### config.mk
export PLATFORM = sky130hd
export DESIGN_NAME = alu
export DESIGN_NICKNAME = d
export VERILOG_FILES = /design/src/rtl/alu_pkg.sv /design/src/rtl/alu_addsub.sv /design/src/rtl/alu.sv
export SDC_FILE = /design/constraint.sdc
export NUM_CORES = 1
export LEC_CHECK = 0
export ABC_AREA = 1
export BUFFER_PORTS_ARGS = -buffer_cell sky130_fd_sc_hd__buf_2
export CORE_MARGIN = 3
export CORE_UTILIZATION = 45
export DETAILED_ROUTE_END_ITERATION = 6
export PLACE_DENSITY_LB_ADDON = 0.05
export SYNTH_ARGS = -nofsm -noshare
export SYNTH_HDL_FRONTEND = slang
export SYNTH_SLANG_ARGS = --single-unit
### constraint.sdc
create_clock -name clk -period 3.89 [get_ports clk]
set_input_delay 0 -clock clk [delete_from_list [all_inputs] [get_ports clk]]
set_output_delay 0 -clock clk [all_outputs]
set_load 0.02 [all_outputs]
### src/rtl/alu_pkg.sv
// alu_pkg
//   Opcode encodings for the integer ALU. Shared with the control / ALU-decoder
//   block, so these values must not be renumbered.
package alu_pkg;

    localparam logic [3:0] ALU_OP_AND  = 4'b0000;
    localparam logic [3:0] ALU_OP_OR   = 4'b0001;
    localparam logic [3:0] ALU_OP_ADD  = 4'b0010;
    localparam logic [3:0] ALU_OP_XOR  = 4'b0011;
    localparam logic [3:0] ALU_OP_SLL  = 4'b0100;
    localparam logic [3:0] ALU_OP_SRL  = 4'b0101;
    localparam logic [3:0] ALU_OP_SUB  = 4'b0110;
    localparam logic [3:0] ALU_OP_SLT  = 4'b0111;
    localparam logic [3:0] ALU_OP_SLTU = 4'b1000;
    localparam logic [3:0] ALU_OP_SRA  = 4'b1001;
    localparam logic [3:0] ALU_OP_NOR  = 4'b1100;

endpackage

### src/rtl/alu_addsub.sv
// alu_addsub
//   Single WIDTH+1-bit adder shared by ADD and SUB. SUB is a + ~b + 1.
// Ports:
//   a, b   : operands
//   sub    : 1 selects subtraction
//   sum    : a + b or a - b, modulo 2^WIDTH
//   carry  : ADD carry-out, or SUB borrow (1 iff a < b unsigned)
//   ovf    : signed overflow of the selected operation
module alu_addsub #(
    parameter int WIDTH = 32
) (
    input  logic [WIDTH-1:0] a,
    input  logic [WIDTH-1:0] b,
    input  logic             sub,
    output logic [WIDTH-1:0] sum,
    output logic             carry,
    output logic             ovf
);

    logic [WIDTH-1:0] b_x;
    logic [WIDTH:0]   sum_ext;

    assign b_x     = sub ? ~b : b;
    assign sum_ext = {1'b0, a} + {1'b0, b_x} + {{WIDTH{1'b0}}, sub};
    assign sum     = sum_ext[WIDTH-1:0];

    // In subtract mode the adder carry-out is "no borrow", so invert it.
    assign carry = sub ? ~sum_ext[WIDTH] : sum_ext[WIDTH];

    // With b already inverted for SUB, one rule covers both cases:
    // same-sign inputs to the adder and a result sign that differs from a.
    assign ovf = (a[WIDTH-1] == b_x[WIDTH-1]) && (sum[WIDTH-1] != a[WIDTH-1]);

endmodule

### src/rtl/alu.sv
// alu
//   Integer ALU for the MIPS datapath. The combinational result/zero feed the
//   EX stage and branch compare; a registered stage captures result and status
//   flags when en is high.
// Ports:
//   clk, rst     : clock, asynchronous active-high reset of the registered stage
//   a, b         : operands (rs, rt/immediate)
//   alu_control  : opcode, see alu_pkg
//   en           : capture enable for the registered stage
//   result, zero : combinational result and result==0
//   result_q, zero_q, neg_q, ovf_q, carry_q : registered result and flags
module alu
    import alu_pkg::*;
#(
    parameter int WIDTH = 32,               // must be >= 8
    localparam int SHW  = $clog2(WIDTH)
) (
    input  logic             clk,
    input  logic             rst,
    input  logic [WIDTH-1:0] a,
    input  logic [WIDTH-1:0] b,
    input  logic [3:0]       alu_control,
    input  logic             en,
    output logic [WIDTH-1:0] result,
    output logic             zero,
    output logic [WIDTH-1:0] result_q,
    output logic             zero_q,
    output logic             neg_q,
    output logic             ovf_q,
    output logic             carry_q
);

    logic [WIDTH-1:0] as_sum;
    logic             as_carry;
    logic             as_ovf;
    logic             is_sub;
    logic [SHW-1:0]   shamt;
    logic             ovf_c;
    logic             carry_c;

    assign is_sub = (alu_control == ALU_OP_SUB);
    // Only the low bits of b select the shift; upper bits are ignored.
    assign shamt  = b[SHW-1:0];

    alu_addsub #(
        .WIDTH (WIDTH)
    ) u_addsub (
        .a     (a),
        .b     (b),
        .sub   (is_sub),
        .sum   (as_sum),
        .carry (as_carry),
        .ovf   (as_ovf)
    );

    always_comb begin
        result  = '0;
        ovf_c   = 1'b0;
        carry_c = 1'b0;
        case (alu_control)
            ALU_OP_AND:  result = a & b;
            ALU_OP_OR:   result = a | b;
            ALU_OP_XOR:  result = a ^ b;
            ALU_OP_NOR:  result = ~(a | b);
            ALU_OP_ADD,
            ALU_OP_SUB: begin
                result  = as_sum;
                ovf_c   = as_ovf;
                carry_c = as_carry;
            end
            // Direct signed compare; the subtraction sign bit alone is wrong
            // when the subtraction overflows.
            ALU_OP_SLT:  result = {{(WIDTH-1){1'b0}}, ($signed(a) < $signed(b))};
            ALU_OP_SLTU: result = {{(WIDTH-1){1'b0}}, (a < b)};
            ALU_OP_SLL:  result = a << shamt;
            ALU_OP_SRL:  result = a >> shamt;
            ALU_OP_SRA:  result = $unsigned($signed(a) >>> shamt);
            default:     result = '0;
        endcase
    end

    assign zero = (result == '0);

    always_ff @(posedge clk or posedge rst) begin
        if (rst) begin
            result_q <= '0;
            zero_q   <= 1'b0;
            neg_q    <= 1'b0;
            ovf_q    <= 1'b0;
            carry_q  <= 1'b0;
        end else if (en) begin
            result_q <= result;
            zero_q   <= zero;
            neg_q    <= result[WIDTH-1];
            ovf_q    <= ovf_c;
            carry_q  <= carry_c;
        end
    end

endmodule

==> metrics.md <==
| Metric | Value |
|---|---|
| Area of the mapped netlist | 10,600 um^2 |
| Top cell type's share of synthesized area | 0.197 |
| Hold depth | 3 |
| Largest net degree at the start of global routing | 65 |
| Most common cell after layout, fill and taps aside | nand2_1 |
| H-Tree Depth | 2 |
| Iter 0 DRT Violations | about 1,600 |
| CTS tree | built |
| Slew Viols, Final | 0 |
| Post-Syn Nets | around 2,100 |
| Nets@finish | 2,203 |
| Tightest Hold Check Type | in -> reg |
| HPWL after DPL | ~39,000 um |
| Pwr/cell area | 219 nW/um^2 |
| Max_cap viols | 0 |
| NetSw | between 0.001 and 0.0015 W |
| Hold Path Origin | en |
| DR WL/cell | roughly 21 um |
| Core Footprint | ~23,000 um^2 |
| Pleak | approximately 6.5 nW |
| Synth top area cells | nand2_1 20%, nand3_1 17%, ha_1 16% |
| Reg2reg start | result_q[14] |
| # rows | 55 |
| Skew-Pair Late Insertion Delay | between 0.2 and 0.3 ns |
| Die width | 160 um |
| R2r setup slk | roughly 3.0 ns |
| CP Class | in -> out |
| Share of layout cells above drive strength 1 | 0.119 |
| Initial Util | 0.464 |
| Vias | between 10,000 and 15,000 |
| Async SR Flop Fraction | 1.00 |
| Hold EP | result_q[17] |
| Most frequent cells in the layout | 557 x nand2_1, 362 x nand3_1, 186 x inv_1 |
| Critical Path Source Type | primary input |
| Rel. slew slack | 0.275 |
| Grt ovf | 0 |
| Number of port buffers | about 140 |
| Crit Path Max Fanout | 31 |
| Pre-antenna DRT Iters | 7 |
| GRT Resource Usage Total | 0.357 |
| Vias in the first global route | roughly 12,000 |
| Net Sw Frac | 0.526 |
| WP data required | around 4 ns |
| Final Hold Viols | 0 |
| Routed Antenna Nets | 0 |
| Post-synth cell types | just over 50 |
| Post-CTS Setup Repair Bufs | 0 |
| Via-to-Cell Ratio | 5.81 |
| TNS Setup | 0 ns |
| Sequential Power Share | 0.170 |
| Fin crit share | 0.911 |
| DRC | 0 |
| Least-Margin Pin Slew | 1.09 ns |
| Post-synth top flop | dfrtp_1 |
| Synth warn | 0 |
| EDFF count, synth | 0 |
| Post-layout util | 0.511 |
| Clock share of power | 0.181 |
| CP Capture Type | output pin |
| Ports | 140 |
| Die height | about 160 um |
| Total CTS buffers | 5 |
| Fin crit period | about 3.5 ns |
| Final setup fails | 0 |
| Antenna Cells | 0 |
| Syn avg cell area | 5.61 um^2 |
| Largest area contributor in the netlist | nand2_1 |
| Max clock buf depth | 2 |
| Mapped Cells | approximately 1,900 |
| Upper clock frequency limit | between 0.2 and 0.3 GHz |
| DIE AREA | 25,500 um^2 |
| DRT Wirelength | roughly 47,000 um |
| Reg clk slew, reported paths | ~0.060 ns |
| Worst R2R End | result_q[14] |
| Critical path arrival | ~3.6 ns |
| Internal | 0.00122 W |
| Register bit total from synthesis | 35 |
| Logic pwr share | 0.649 |
| Layout Area Growth over Synthesis | 10.1% |
| Root Driver | clkbuf_16 |
| Initial antenna violation count | 0 |
| R2R depth | 2 |
| Outcome | finished clean |
| CTS Sinks | 35 |
| Maximum VDD drop | about 0.18 mV |
| Sequential-to-total area share from yosys stat | 0.0823 |
| RSZ-0062 raised after global routing | no |
| Clk_skew | 0 ns |
| GPL Wtd Cong | approximately 1 |
| First-pass GRT wire length | between 70,000 and 80,000 um |
| Design Power | 0.00256 W |
[worst max-delay path, cell delays in order]
cell     delay [ns]
buf_2          0.14
inv_2          0.05
nor2_2         0.18
inv_1          0.12
nor2_4         0.17
buf_12         0.24
xor2_1         0.11
ha_1           0.37
nand2_1        0.14
o21ai_0        0.31
a21oi_1        0.11
nand2_1        0.21
nand2_1        0.08
nand3_1        0.07
nand2_1        0.17
a21oi_1        0.20
buf_4          0.18
nand2_1        0.06
nor2_1         0.08
nand2_1        0.06
nor2_1         0.14
and3_1         0.18
buf_2          0.16
[metal layers]
metal,share of wire,vias up,track usage
met1,0.43,6190,0.489
met5,0,-,0
li1,-,6453,-
met3,0.084,107,0.0467
met2,0.45,666,0.574
met4,0.043,0,0.129
[synthesized netlist by cell type, types with 4 or more instances]
cell / instances
a21oi_1: 82
a221oi_1: 6
a31oi_1: 13
and2_1: 9
buf_1: 10
buf_2: 38
buf_4: 7
buf_6: 8
clkbuf_1: 14
dfrtp_1: 35
ha_1: 137
inv_1: 186
inv_2: 8
nand2_1: 557
nand2_2: 19
nand2_4: 11
nand3_1: 362
nand3_2: 4
nand3b_1: 16
nand4_1: 19
nor2_1: 157
nor2_2: 10
nor3_1: 16
o2111ai_1: 4
o211ai_1: 7
o21a_1: 4
o21ai_0: 71
o21ai_1: 23
xor2_1: 34
[logic make-up after synthesis]
kind of cell               after synthesis  share of synthesized area
AOI/OAI and AO/OA                      227                      0.119
xor gates and xnor gates                34                     0.0280
adders and majority gates              138                      0.163
buffers and inverters                  274                      0.112
DFF                                     35                     0.0823
and+or+nand+nor                       1189                      0.496
[registers in the layout (all words and copies together) (netlist names)]
name	count
result_q	32
carry_q	1
ovf_q	1
zero_q	1
[timing repair]
item,CTS,global route
setup endpoints to repair,0,1
hold buffers,1,0
endpoints found under the hold margin,35,0
resized for setup,0,1
[per-stage QoR]
step | instances | setup WS [ns] | area, um^2 | hold slack, ns
2_1_floorplan | 1897 | 0.912 | 10600 | 0.154
3_3_place_gp | 2299 | 0.349 | 11500 | 0.119
3_5_place_dp | 2299 | 0.363 | 11500 | 0.125
4_1_cts | 2308 | 0.350 | 11700 | 0.230
5_1_grt | 2308 | 0.0248 | 11700 | 0.275
6_report | 2308 | 0.345 | 11700 | 0.243
[power groups by stage]
| stage | Combinational (W) | Sequential (W) | Clock (W) |
|---|---|---|---|
| finish | 0.00166 | 0.000435 | 0.000464 |
| global route | 0.00182 | 0.000443 | 0.000487 |
| CTS | 0.00163 | 0.000436 | 0.000464 |
| detailed placement | 0.00163 | 0.000441 | 0 |
| global placement | 0.00163 | 0.000441 | 0 |
| floorplan | 0.00102 | 0.000497 | 0 |
[cell type report]
type	count	area (um^2)
Inverter	196	743
Clock buffer	5	125
Sequential cell	35	876
Multi-Input combinational cell	1588	8590
Fill cell	2579	11200
Tap cell	313	392
Timing Repair Buffer	168	941
Clock inverter	3	43.8
[worst max path at each step]
stage	startpoint	end	slack, ns
2_1_floorplan	alu_control[2]	zero	0.91
3_3_place_gp	alu_control[2]	zero	0.35
3_5_place_dp	alu_control[2]	zero	0.36
4_1_cts	alu_control[2]	zero	0.35
5_1_grt	alu_control[2]	zero	0.02
6_report	alu_control[2]	zero	0.34
No activity file was read; power rests on OpenSTA's default activity.
